**config.mk**
```make
export PLATFORM = sky130hd
export DESIGN_NAME = led_stretch_pwm
export DESIGN_NICKNAME = d
export VERILOG_FILES = /design/src/rtl/led_stretch_pwm.sv
export SDC_FILE = /design/constraint.sdc
export NUM_CORES = 1
export LEC_CHECK = 0
export ABC_AREA = 0
export CAP_MARGIN = 20
export CORE_MARGIN = 2
export CORE_UTILIZATION = 45
export CTS_CLUSTER_DIAMETER = 40
export DETAILED_ROUTE_END_ITERATION = 8
export DONT_BUFFER_PORTS = 1
export PLACE_DENSITY = 0.6
export SLEW_MARGIN = 20
export SYNTH_ARGS = -nofsm -noshare
export SYNTH_HDL_FRONTEND = slang
export SYNTH_SLANG_ARGS = --single-unit
export TNS_END_PERCENT = 30
```
**constraint.sdc**
```tcl
create_clock -name CLK -period 2.4 [get_ports CLK]
set_input_delay 0.12 -clock CLK [delete_from_list [all_inputs] [get_ports CLK]]
set_output_delay 0.12 -clock CLK [all_outputs]
set_load 0.02 [all_outputs]
```
**src/rtl/led_stretch_pwm.sv**
```systemverilog
// led_stretch_pwm: per-channel pulse stretcher followed by a shared PWM dimmer.
// Short LED pulses are held on for STRETCH_CYCLES extra clocks so they stay visible.
// All channels share one brightness PWM. Every output is registered.
module led_stretch_pwm #(
    parameter int WIDTH          = 8,
    parameter int CNT_W          = 24,
    parameter int STRETCH_CYCLES = 10000000,
    parameter int PWM_W          = 4
) (
    input  logic             CLK,
    input  logic             RST,
    input  logic [WIDTH-1:0] leds_in,
    input  logic             stretch_en,
    input  logic [PWM_W-1:0] brightness,
    output logic [WIDTH-1:0] leds_out,
    output logic [WIDTH-1:0] active
);

    // Reload value for a stretch. It is truncated to the counter width.
    localparam logic [CNT_W-1:0] STRETCH_LOAD = CNT_W'(STRETCH_CYCLES);
    // The last PWM count is 2^PWM_W-2. The period is therefore 2^PWM_W-1.
    // This lets brightness = all-ones mean fully on.
    localparam logic [PWM_W-1:0] PWM_LAST = ~(PWM_W'(1));

    logic [WIDTH-1:0] r_leds_q;
    logic [PWM_W-1:0] r_pwm;
    logic [WIDTH-1:0] r_active;
    logic [WIDTH-1:0] r_leds_out;
    logic [WIDTH-1:0] w_busy;
    logic             w_pwm_on;

    // Input sampling register. All per-channel decisions are based on this sample.
    always_ff @(posedge CLK) begin
        if (RST) begin
            r_leds_q <= '0;
        end else begin
            r_leds_q <= leds_in;
        end
    end

    // Free-running PWM phase. The phase is independent of brightness,
    // so a new duty value takes effect at once.
    always_ff @(posedge CLK) begin
        if (RST) begin
            r_pwm <= '0;
        end else if (r_pwm == PWM_LAST) begin
            r_pwm <= '0;
        end else begin
            r_pwm <= r_pwm + PWM_W'(1);
        end
    end

    assign w_pwm_on = (r_pwm < brightness);

    genvar gi;
    generate
        for (gi = 0; gi < WIDTH; gi = gi + 1) begin : g_ch
            logic [CNT_W-1:0] r_cnt;

            // A channel is lit while its sampled input is high or a stretch is pending.
            assign w_busy[gi] = r_leds_q[gi] | (r_cnt != '0);

            // Stretch counter.
            // It reloads while the input is high and counts down to zero once the input is low.
            // It is cleared while stretching is disabled.
            always_ff @(posedge CLK) begin
                if (RST) begin
                    r_cnt <= '0;
                end else if (!stretch_en) begin
                    r_cnt <= '0;
                end else if (r_leds_q[gi]) begin
                    r_cnt <= STRETCH_LOAD;
                end else if (r_cnt != '0) begin
                    r_cnt <= r_cnt - CNT_W'(1);
                end
            end

            // Output registers.
            // The status bit carries the raw stretched state.
            // The drive bit is that state gated by the PWM.
            always_ff @(posedge CLK) begin
                if (RST) begin
                    r_active[gi]   <= 1'b0;
                    r_leds_out[gi] <= 1'b0;
                end else begin
                    r_active[gi]   <= w_busy[gi];
                    r_leds_out[gi] <= w_busy[gi] & w_pwm_on;
                end
            end
        end
    endgenerate

    assign active   = r_active;
    assign leds_out = r_leds_out;

endmodule

```
==> results of run 1 <==
==> metrics by stage <==
stage,setup slack [ns],cell area (um2),utilization,TNS [ns]
3_5_place_dp,0.0211,11200,0.492,0
3_3_place_gp,0.0460,11200,0.492,0
2_1_floorplan,0.0848,10500,-,0
6_report,0.0695,12700,0.558,0
4_1_cts,0.0175,12600,0.555,0
5_1_grt,-0.0147,12700,0.558,-0.0390
==> worst max-delay path by stage <==
| stage | start | to | slack (ns) | cells past startpoint |
|---|---|---|---|---|
| final | g_ch[3].r_cnt[12]$_SDFFE_PP0N_ | g_ch[3].r_cnt[17]$_SDFFE_PP0P_ | 0.07 | 5 |
| after global routing | g_ch[4].r_cnt[0]$_SDFFE_PP0P_ | g_ch[4].r_cnt[18]$_SDFFE_PP0P_ | -0.01 | 7 |
| after floorplan | g_ch[6].r_cnt[7]$_SDFFE_PP0P_ | g_ch[6].r_cnt[23]$_SDFFE_PP0P_ | 0.08 | 8 |
| after detailed placement | g_ch[0].r_cnt[7]$_SDFFE_PP0N_ | g_ch[0].r_cnt[20]$_SDFFE_PP0N_ | 0.02 | 6 |
| after CTS | g_ch[6].r_cnt[7]$_SDFFE_PP0P_ | g_ch[6].r_cnt[2]$_SDFFE_PP0P_ | 0.02 | 6 |
| after global placement | g_ch[6].r_cnt[7]$_SDFFE_PP0P_ | g_ch[6].r_cnt[2]$_SDFFE_PP0P_ | 0.05 | 6 |
==> flip-flops by register name, summed over array words and instances (netlist names) <==
name / count
r_leds_q: 8
active: 8
g_ch.r_cnt: 192
leds_out: 8
r_pwm: 4
==> cell type report <==
type                       count  area [um2]
timing repair buffer          79         628
clock buffer                  44        1000
sequential                   220        4410
fill                        2057       10000
clock inverter                23         313
tap                          285         357
multi-input combinational    911        5830
inverter                      38         143
==> power by group <==
part,leakage [uW],internal (uW),switching [uW]
registers,0.00180,4370,797
clock network,0.000650,3680,1860
logic,0.00257,3910,4790
==> placed cells by master, fill, tap and decap left out, types with 37 or more instances in the layout <==
cell | Yosys | final
sky130_fd_sc_hd__o21ai_0 | 37 | 37
sky130_fd_sc_hd__nand2_1 | 54 | 54
sky130_fd_sc_hd__buf_4 | 0 | 69
sky130_fd_sc_hd__or3_1 | 48 | 48
sky130_fd_sc_hd__xnor2_1 | 44 | 44
sky130_fd_sc_hd__or4_1 | 48 | 44
sky130_fd_sc_hd__nor2_1 | 153 | 152
sky130_fd_sc_hd__dfxtp_1 | 220 | 219
sky130_fd_sc_hd__nor3_1 | 54 | 54
sky130_fd_sc_hd__clkbuf_16 | 0 | 39
sky130_fd_sc_hd__a21oi_1 | 74 | 74
==> Yosys cell counts (9+ instances only) <==
master | instances | area share
sky130_fd_sc_hd__or4_1 | 48 | 0.034
sky130_fd_sc_hd__clkbuf_1 | 35 | 0.013
sky130_fd_sc_hd__or3_1 | 48 | 0.029
sky130_fd_sc_hd__nor4b_1 | 9 | 0.0075
sky130_fd_sc_hd__ha_1 | 21 | 0.025
sky130_fd_sc_hd__nor2b_1 | 13 | 0.0078
sky130_fd_sc_hd__o31ai_1 | 32 | 0.023
sky130_fd_sc_hd__o21ai_0 | 37 | 0.018
sky130_fd_sc_hd__nor4_1 | 36 | 0.022
sky130_fd_sc_hd__or2_2 | 17 | 0.010
sky130_fd_sc_hd__a31oi_1 | 35 | 0.021
sky130_fd_sc_hd__dfxtp_1 | 220 | 0.42
sky130_fd_sc_hd__nand4_1 | 22 | 0.013
sky130_fd_sc_hd__inv_1 | 37 | 0.013
sky130_fd_sc_hd__nand3_1 | 28 | 0.013
sky130_fd_sc_hd__xor2_1 | 36 | 0.030
sky130_fd_sc_hd__a21oi_1 | 74 | 0.035
sky130_fd_sc_hd__nor2_1 | 153 | 0.055
sky130_fd_sc_hd__o21a_1 | 9 | 0.0065
sky130_fd_sc_hd__xnor2_1 | 44 | 0.037
sky130_fd_sc_hd__a211oi_1 | 15 | 0.011
sky130_fd_sc_hd__nand2_1 | 54 | 0.019
sky130_fd_sc_hd__o211ai_1 | 13 | 0.0093
sky130_fd_sc_hd__nor3_1 | 54 | 0.026
==> cell families (layout without fill, tap and decap cells) <==
kind of cell / Yosys count / after routing
AOI/OAI and AO/OA: 267 / 267
xor gates and xnor gates: 80 / 80
adders and majority gates: 21 / 21
buffers and inverters: 80 / 184
DFF: 220 / 220
muxes: 9 / 9
and+or+nand+nor: 533 / 534
==> layer usage <==
| layer | part of all wire | global-route usage |
|---|---|---|
| met1 | 0.50 | 0.272 |
| met2 | 0.43 | 0.318 |
| met3 | 0.045 | 0.0354 |
| met4 | 0.026 | 0.0725 |
| met5 | 0 | 0 |
==> critical path: stages, from the launching register on <==
cell and delay [ns]:
sky130_fd_sc_hd__dfxtp_1 0.33, sky130_fd_sc_hd__or4_4 0.54, sky130_fd_sc_hd__or4b_4 0.57, sky130_fd_sc_hd__nand3b_1 0.28, sky130_fd_sc_hd__or3_1 0.39, sky130_fd_sc_hd__a21oi_1 0.14
==> repair_timing <==
item / in CTS / in global routing
cloned: 0 / 1
gates resized for setup: 1 / 16
pin swaps: 0 / 3
setup endpoints to repair: 1 / 45
hold buffers: 10 / 0
setup buffers: 0 / 1
hold endpoints to repair: 30 / 0
==> insert_results.sql, run 1 <==
INSERT INTO impl_metrics (metric_group, metric, value, unit) VALUES
('floorplanning', 'i_o_pin_cnt', '31', ''),
('layout', 'n_antenna_cell', '0', ''),
('routing', 'routed_via_density', '5.72', ''),
('logic_synthesis', 'synthXorXnorAreaFrac', '0.0669', ''),
('routing', 'first_iter_violations', '436', ''),
('floorplanning', 'rows', '55', ''),
('routing', 'drt_first_pass_iters', '4', ''),
('logic_synthesis', 'synthesized_area_fraction_occupied_by_ao_oa_aoi_and_oai_cells', '0.166', ''),
('logic_synthesis', 'ys_seq_elements', '220', ''),
('global_routing', 'grt_start_max_net_pins', '30', ''),
('critical_path', 'critical_path_data_arrival_time', '2.75', 'ns'),
('floorplanning', 'floorplan.die_area', '24500', 'um2'),
('placed_design', 'dp_hpwl', '16.2', 'mm'),
('logic_synthesis', 'synth.yosys.warnings', '0', ''),
('critical_path', 'reg2reg_from', 'g_ch[3].r_cnt[12]$_SDFFE_PP0N_', ''),
('global_routing', 'grt_overflow_total', '0', ''),
('placed_design', 'numPortBuffers', '0', ''),
('cts', 'clkTransAtPathRegs', '0.06', 'ns'),
('routing', 'route.final.wire_length', '24.3', 'mm'),
('timing', 'setup_repair_after_global_routing_missed_its_margin', 'true', ''),
('cts', 'cts_root_buf', 'sky130_fd_sc_hd__clkbuf_16', ''),
('logic_synthesis', 'synth.cell_area', '10500', 'um2'),
('timing', 'fin_crit', '2.33', 'ns'),
('floorplanning', 'initial_core_util', '0.461', ''),
('timing', 'hold_viol', '0', ''),
('logic_synthesis', 'synth_flop_cell', 'sky130_fd_sc_hd__dfxtp_1', ''),
('cts', 'clkLatencyLatePin', '0.51', 'ns'),
('hold_path', 'min-delay-start', 'stretch_en', ''),
('logic_synthesis', 'yosysUniqueCellTypes', '66', ''),
('routing', 'detail_route.wl_per_cell', '15.2', 'um'),
('hold_path', 'worstHoldPathCells', '2', ''),
('global_routing', 'grt_pass1_wl', '41.0', 'mm'),
('cts', 'cts_inserted_buffers', '37', ''),
('timing', 'setup-violations-final', '0', ''),
('timing', 'slew_headroom', '0.577', ''),
('placed_design', 'place_congestion', '0.852', ''),
('logic_synthesis', 'yosys.area_share.adder', '0.0251', ''),
('logic_synthesis', 'synthSimpleGateAreaFrac', '0.282', ''),
('timing', 'number_of_slew_limit_violations_in_the_final_report', '0', ''),
('hold_path', 'whs_endpoint', 'g_ch[7].r_cnt[15]$_SDFFE_PP0N_', ''),
('logic_synthesis', 'async_flop_share', '0', ''),
('timing', 'finalCritPeriodShare', '0.971', ''),
('critical_path', 'critical_path_class', 'register to register', ''),
('floorplanning', 'fp.coreArea', '22700', 'um2'),
('floorplanning', 'die_w', '157', 'um'),
('cts', 'cts.htree.levels', '2', ''),
('layout', 'finish.net_count', '1323', ''),
('critical_path', 'kind_of_capture_point_of_the_worst_setup_path', 'register', ''),
('timing', 'timing.fmax', '429', 'MHz'),
('timing', 'skew', '0.0233', 'ns'),
('critical_path', 'timing.critical_path.from_type', 'register', ''),
('cts', 'ctsLongestPathBuffers', '3', ''),
('global_routing', 'grt_use_total', '0.200', ''),
('routing', 'antenna_left', '0', ''),
('logic_synthesis', 'syn_inst', '1210', ''),
('pwr', 'p_per_area', '1530', 'nW/um2'),
('status', 'status', 'finished, final reports clean', ''),
('logic_synthesis', 'synth_enable_flop_cells', '0', ''),
('critical_path', 'ff2ff_setup_slack', '0.07', 'ns'),
('layout', 'finish.cell_count_without_fillers', '1600', ''),
('global_routing', 'grt_pass1_vias', '8564', ''),
('pwr', 'power.static_leakage', '0.00502', 'uW'),
('floorplanning', 'chipHeight', '157', 'um'),
('logic_synthesis', 'syn_area_per_cell', '8.65', 'um2'),
('timing', 'fin_worst_hold_slack', '0.0211', 'ns'),
('pwr', 'finalPower', '19400', 'uW'),
('routing', 'drcViolationCount', '0', ''),
('cts', 'clock-sinks', '220', ''),
('pwr', 'peakVddDrop', '880', 'uV'),
('critical_path', 'crit_path_max_fanout', '7', ''),
('global_routing', 'antenna_violations_before_repair', '0', '');
No activity file was read; power rests on OpenSTA's default activity.
==> run 2, diff against run 1 <==
Settings changed: MAX_ROUTING_LAYER set to met4.
==> run 2 against run 1 <==
Effect of this change: design area did not move; register-to-register slack about the same; hold slack gained 0.014 ns; count of clock-buffer cells in the layout unchanged; fmax hardly changed; first-iteration DRC count grew 3.7%; wire length is 0.23% higher; clock skew increased by 0.00067 ns; die area stayed put; non-clock buffer count unchanged; critical endpoint unchanged.
==> insert_results.sql, run 2 (same netlist as run 1, synthesis figures left out) <==
INSERT INTO impl_metrics (metric_group, metric, value, unit) VALUES
('status', 'status', 'finished, final reports clean', ''),
('cts', 'clkTransAtPathRegs', '0.06', 'ns'),
('pwr', 'internal_power', '12000', 'uW'),
('critical_path', 'required', '2.82', 'ns'),
('critical_path', 'timing.critical_path.from_type', 'register', ''),
('timing', 'hold_viol', '0', ''),
('layout', 'fillers', '2057', ''),
('timing', 'slew_headroom', '0.575', ''),
('floorplanning', 'rows', '55', ''),
('global_routing', 'grt_pass1_vias', '8562', ''),
('layout', 'final-seq-area', '4410', 'um2'),
('routing', 'detail_route.wl_per_cell', '15.2', 'um'),
('critical_path', 'critPathSlowestCell', 'sky130_fd_sc_hd__or4b_4', ''),
('critical_path', 'critical_path_data_arrival_time', '2.75', 'ns'),
('pwr', 'seq_power_share', '0.266', ''),
('layout', 'share_of_final_layout_standard_cells_stronger_than_drive_strength_1', '0.151', ''),
('pwr', 'sw_ratio', '0.384', ''),
('cts', 'clkLatencyLatePin', '0.51', 'ns'),
('global_routing', 'grt_overflow_total', '0', ''),
('timing', 'setup_repair_after_global_routing_missed_its_margin', 'true', ''),
('floorplanning', 'initial_core_util', '0.461', ''),
('layout', 'finish.net_count', '1323', ''),
('timing', 'fin_worst_hold_slack', '0.0355', 'ns'),
('layout', 'finish.cell_count_without_fillers', '1600', ''),
('routing', 'first_iter_violations', '452', ''),
('pwr', 'switching_power', '7450', 'uW'),
('placed_design', 'dp_hpwl', '16.2', 'mm'),
('layout', 'area.growth.synth_to_final', '21.1', '%'),
('pwr', 'power_frac_comb', '0.448', ''),
('pwr', 'power.static_leakage', '0.00502', 'uW'),
('floorplanning', 'floorplan.die_area', '24500', 'um2'),
('timing', 'finalCritPeriodShare', '0.971', ''),
('floorplanning', 'i_o_pin_cnt', '31', ''),
('flow_run', 'max_cap_violations', '0', ''),
('layout', 'n_antenna_cell', '0', ''),
('critical_path', 'kind_of_capture_point_of_the_worst_setup_path', 'register', ''),
('timing', 'fin_crit', '2.33', 'ns'),
('placed_design', 'placed_cells', '1521', ''),
('pwr', 'power_frac_clock', '0.285', ''),
('critical_path', 'ff2ff_setup_slack', '0.07', 'ns'),
('global_routing', 'grt_use_total', '0.206', ''),
('layout', 'final_cell_mix', 'sky130_fd_sc_hd__dfxtp_1, sky130_fd_sc_hd__nor2_1, sky130_fd_sc_hd__a21oi_1', ''),
('cts', 'clock-sinks', '220', ''),
('critical_path', 'crit_path_max_fanout', '7', ''),
('cts', 'cts_tree', 'yes', ''),
('critical_path', 'critical_path_class', 'register to register', ''),
('floorplanning', 'fp.coreArea', '22700', 'um2'),
('cts', 'cts_inserted_buffers', '37', ''),
('layout', 'register_with_the_most_flip_flops', 'g_ch.r_cnt', ''),
('pwr', 'peakVddDrop', '880', 'uV'),
('timing', 'setup-violations-final', '0', ''),
('critical_path', 'critical_path.max_stage_delay', '0.57', 'ns'),
('layout', 'multiInputGateArea', '5830', 'um2'),
('layout', 'largest_register_ffs', '192', ''),
('critical_path', 'cp_cell_sequence', 'or4_4 -> or4b_4 -> nand3b_1 -> or3_1 -> a21oi_1', ''),
('timing', 'skew', '0.0240', 'ns'),
('cts', 'cts.htree.levels', '2', ''),
('floorplanning', 'chipHeight', '157', 'um'),
('routing', 'routed_via_density', '5.71', ''),
('pwr', 'p_per_area', '1530', 'nW/um2'),
('cts', 'ctsLongestPathBuffers', '3', ''),
('global_routing', 'grt_start_max_net_pins', '30', ''),
('timing', 'worst-slew-pin-transition', '0.638', 'ns'),
('cts', 'cts_root_buf', 'sky130_fd_sc_hd__clkbuf_16', ''),
('routing', 'route.final.wire_length', '24.3', 'mm'),
('routing', 'via_count', '9142', ''),
('layout', 'final_common_cell', 'sky130_fd_sc_hd__dfxtp_1', ''),
('placed_design', 'place_congestion', '0.865', ''),
('hold_path', 'min-delay-path-class', 'primary input to register', ''),
('timing', 'number_of_slew_limit_violations_in_the_final_report', '0', ''),
('placed_design', 'numPortBuffers', '0', ''),
('routing', 'drcViolationCount', '0', ''),
('floorplanning', 'die_w', '157', 'um'),
('routing', 'antenna_left', '0', ''),
('global_routing', 'antenna_violations_before_repair', '0', ''),
('timing', 'timing.fmax', '429', 'MHz'),
('routing', 'drt_first_pass_iters', '4', ''),
('global_routing', 'grt_pass1_wl', '41.0', 'mm');
==> run 2: cell counts in the layout (fill, tap and decap cells not counted) <==
No cell type changed its count.
==> run 2: layout make-up <==
| type | count | share of cell area |
|---|---|---|
| Multi-Input combinational cell | 911 | 0.460 |
| Clock inverter | 23 | 0.0247 |
| Timing Repair Buffer | 79 | 0.0495 |
| Tap cell | 285 | 0.0281 |
| Sequential cell | 220 | 0.348 |
| Clock buffer | 44 | 0.0793 |
| Inverter | 38 | 0.0113 |
==> run 2: per-stage QoR <==
step | power, uW | util | instance area, um2 | setup TNS (ns) | setup slack (ns)
after global routing | 20800 | 0.558 | 12700 | -0.0390 | -0.0147
final | 19400 | 0.558 | 12700 | 0 | 0.0696
after CTS | 19300 | 0.555 | 12600 | 0 | 0.0175
after detailed placement | 13600 | 0.492 | 11200 | 0 | 0.0211
after floorplan | 11300 | - | 10500 | 0 | 0.0848
after global placement | 13500 | 0.492 | 11200 | 0 | 0.0460
==> run 2: worst paths after layout <==
check | startpoint | cells past startpoint | to
max | g_ch[3].r_cnt[12]$_SDFFE_PP0N_ | 5 | g_ch[3].r_cnt[17]$_SDFFE_PP0P_
max reg2reg | g_ch[3].r_cnt[12]$_SDFFE_PP0N_ | 5 | g_ch[3].r_cnt[17]$_SDFFE_PP0P_
min | stretch_en | 2 | g_ch[7].r_cnt[12]$_SDFFE_PP0N_
min reg2reg | g_ch[6].r_cnt[13]$_SDFFE_PP0P_ | 2 | g_ch[6].r_cnt[13]$_SDFFE_PP0P_
==> run 2: timing repair <==
item | in CTS | in global routing
setup endpoints to repair | 1 | 45
setup buffers | 0 | 1
hold endpoints to repair | 30 | 0
gates cloned | 0 | 1
pin swaps | 0 | 3
hold buffers | 10 | 0
resized for setup | 1 | 16
==> run 2: metal layers <==
| layer | vias to the layer above | global-route usage | wire length, um |
|---|---|---|---|
| li1 | 4676 | - | - |
| met1 | 4221 | 0.272 | 12000 |
| met2 | 195 | 0.318 | 10500 |
| met3 | 50 | 0.0354 | 1140 |
| met4 | 0 | 0.0725 | 634 |
| met5 | - | - | 0 |
==> run 2: power groups by stage <==
stage	Combinational, uW	Clock [uW]	Sequential (uW)
after floorplan	6270	0	5050
after global placement	8330	0	5210
after detailed placement	8370	0	5210
after CTS	8480	5660	5150
after global routing	9690	5840	5290
final	8700	5540	5170
==> run 2: critical path: cells and delay by family (launching register included) <==
family	cells	cell delay (ns)
AO/OA/AOI/OAI	1	0.14
flip-flops	1	0.33
AND/OR/NAND/NOR	4	1.78
==> run 3, diff against run 2 <==
Settings changed: CORE_UTILIZATION 45 to 50, PLACE_DENSITY 0.6 to 0.66.
==> run 3 against run 2 <==
Effect of this change: wire length down 2.2%; clock power decreased by 3%; clock skew decreased by 0.0088 ns; sequential share of layout area is 0.28 points higher; count of clock-buffer cells in the layout fell by 2; highest routed layer unchanged.
==> insert_results.sql, run 3 (same netlist as run 1, synthesis figures left out) <==
INSERT INTO impl_metrics (metric_group, metric, value, unit) VALUES
('layout', 'final_common_cell', 'sky130_fd_sc_hd__dfxtp_1', ''),
('timing', 'fin_worst_hold_slack', '0.0360', 'ns'),
('cts', 'clkLatencyLatePin', '0.50', 'ns'),
('layout', 'final_design_area_no_fill', '12600', 'um2'),
('critical_path', 'kind_of_capture_point_of_the_worst_setup_path', 'register', ''),
('floorplanning', 'chipHeight', '149', 'um'),
('placed_design', 'dp_hpwl', '15.7', 'mm'),
('global_routing', 'grt.met2_usage', '0.344', ''),
('critical_path', 'cp_cell_sequence', 'or4_4 -> or4b_4 -> nand3b_1 -> or3_1 -> a21oi_1', ''),
('layout', 'n_antenna_cell', '0', ''),
('layout', 'multiInputGateArea', '5840', 'um2'),
('critical_path', 'critical_path_class', 'register to register', ''),
('layout', 'largest_register_ffs', '192', ''),
('layout', 'register_with_the_most_flip_flops', 'g_ch.r_cnt', ''),
('layout', 'share_of_final_layout_standard_cells_stronger_than_drive_strength_1', '0.146', ''),
('timing', 'fin_crit', '2.33', 'ns'),
('global_routing', 'gr-usage-met1', '0.306', ''),
('global_routing', 'grt_pass1_vias', '8291', ''),
('global_routing', 'grt_start_max_net_pins', '29', ''),
('global_routing', 'grt_use_total', '0.223', ''),
('cts', 'cts.htree.levels', '2', ''),
('placed_design', 'numPortBuffers', '0', ''),
('floorplanning', 'die_w', '149', 'um'),
('global_routing', 'grt_overflow_total', '0', ''),
('timing', 'setup_repair_after_global_routing_missed_its_margin', 'true', ''),
('timing', 'slew_headroom', '0.452', ''),
('layout', 'fillers', '1751', ''),
('global_routing', 'grt_pass1_wl', '40.3', 'mm'),
('routing', 'routed_via_density', '5.84', ''),
('timing', 'hold_viol', '0', ''),
('timing', 'timing.fmax', '429', 'MHz'),
('floorplanning', 'floorplan.die_area', '22100', 'um2'),
('routing', 'via_count', '9208', ''),
('routing', 'detail_route.wl_per_cell', '15.1', 'um'),
('flow_run', 'max_cap_violations', '0', ''),
('pwr', 'power.static_leakage', '0.00496', 'uW'),
('cts', 'cts_tree', 'yes', ''),
('cts', 'cts_inserted_buffers', '36', ''),
('global_routing', 'antenna_violations_before_repair', '0', ''),
('pwr', 'peakVddDrop', '723', 'uV'),
('cts', 'clock-sinks', '220', ''),
('floorplanning', 'i_o_pin_cnt', '31', ''),
('critical_path', 'critical_path_data_arrival_time', '2.74', 'ns'),
('global_routing', 'global_route.usage.met3', '0.0325', ''),
('layout', 'final-seq-area', '4400', 'um2'),
('timing', 'finalCritPeriodShare', '0.972', ''),
('cts', 'clkTransAtPathRegs', '0.06', 'ns'),
('timing', 'worst-slew-pin-transition', '0.823', 'ns'),
('timing', 'setup-violations-final', '0', ''),
('status', 'status', 'finished, final reports clean', ''),
('critical_path', 'critical_path.max_stage_delay', '0.59', 'ns'),
('timing', 'skew', '0.0152', 'ns'),
('layout', 'final_cell_mix', 'sky130_fd_sc_hd__dfxtp_1, sky130_fd_sc_hd__nor2_1, sky130_fd_sc_hd__a21oi_1', ''),
('placed_design', 'place_congestion', '0.829', ''),
('timing', 'number_of_slew_limit_violations_in_the_final_report', '0', ''),
('routing', 'drcViolationCount', '0', ''),
('critical_path', 'critPathSlowestCell', 'sky130_fd_sc_hd__or4b_4', ''),
('placed_design', 'dpl-instance-area', '11100', 'um2'),
('hold_path', 'min-delay-path-class', 'primary input to register', ''),
('pwr', 'p_per_area', '1530', 'nW/um2'),
('routing', 'antenna_left', '0', ''),
('critical_path', 'required', '2.81', 'ns'),
('layout', 'finish.net_count', '1316', ''),
('critical_path', 'crit_path_max_fanout', '10', ''),
('layout', 'area.growth.synth_to_final', '20.1', '%'),
('cts', 'cts_root_buf', 'sky130_fd_sc_hd__clkbuf_16', ''),
('routing', 'first_iter_violations', '499', ''),
('timing', 'setup_tns', '0', 'ns'),
('critical_path', 'timing.critical_path.from_type', 'register', ''),
('floorplanning', 'fp.coreArea', '20400', 'um2'),
('floorplanning', 'rows', '52', ''),
('global_routing', 'globalRoute.busiestLayer', 'met2', ''),
('floorplanning', 'initial_core_util', '0.514', ''),
('cts', 'ctsLongestPathBuffers', '3', ''),
('routing', 'route.final.wire_length', '23.8', 'mm'),
('placed_design', 'placed_cells', '1500', ''),
('layout', 'finish.cell_count_without_fillers', '1576', ''),
('routing', 'drt_first_pass_iters', '5', '');
run 3: final timing paths:
path | from | to | slack, ns | cells after the start
max | g_ch[3].r_cnt[7]$_SDFFE_PP0N_ | g_ch[3].r_cnt[17]$_SDFFE_PP0P_ | 0.07 | 5
min | RST | g_ch[7].r_cnt[9]$_SDFFE_PP0N_ | 0.04 | 3
max reg2reg | g_ch[3].r_cnt[7]$_SDFFE_PP0N_ | g_ch[3].r_cnt[17]$_SDFFE_PP0P_ | 0.07 | 5
min reg2reg | g_ch[6].r_cnt[13]$_SDFFE_PP0P_ | g_ch[6].r_cnt[13]$_SDFFE_PP0P_ | 0.46 | 2
run 3: area by class of cell:
cell class | instances | area share
Tap cell | 270 | 0.0269
Clock buffer | 42 | 0.0767
Clock inverter | 22 | 0.0235
Timing Repair Buffer | 74 | 0.0470
Multi-Input combinational cell | 910 | 0.464
Sequential cell | 220 | 0.350
Inverter | 38 | 0.0113
run 3: metrics by stage:
stage	worst slack (ns)	power, uW	utilization
final	0.0682	19200	0.617
after global routing	-0.0828	20600	0.617
after CTS	0.0155	19000	0.612
after detailed placement	0.0439	13500	0.545
after global placement	0.0743	13400	0.545
after floorplan	0.0848	11300	-
run 3: critical path: cells and delay by family, from the launching register on:
kind	cells	cell delay, ns
AOI/OAI and AO/OA	1	0.15
DFF	1	0.32
and+or+nand+nor	4	1.78
run 3: where the power goes:
group	leakage, uW	total, uW	internal, uW	switching (uW)
clock	0.000618	5370	3550	1820
combinational	0.00254	8660	3860	4800
sequential	0.00180	5150	4370	778
total	0.00496	19200	11800	7400
run 3: routing by layer:
metal  share of wire  vias to the layer above  routed length, um
met4           0.021                        0                509
met3           0.038                       45                897
met5               0                        -                  0
met2            0.45                      160              10700
met1            0.49                     4333              11700
li1                -                     4670                  -
run 3: timing repair:
item | 4_1_cts | 5_1_grt
hold buffers | 10 | 0
buffers inserted | 0 | 2
setup endpoints to repair | 0 | 51
endpoints found under the hold margin | 28 | 0
resized for setup | 0 | 20
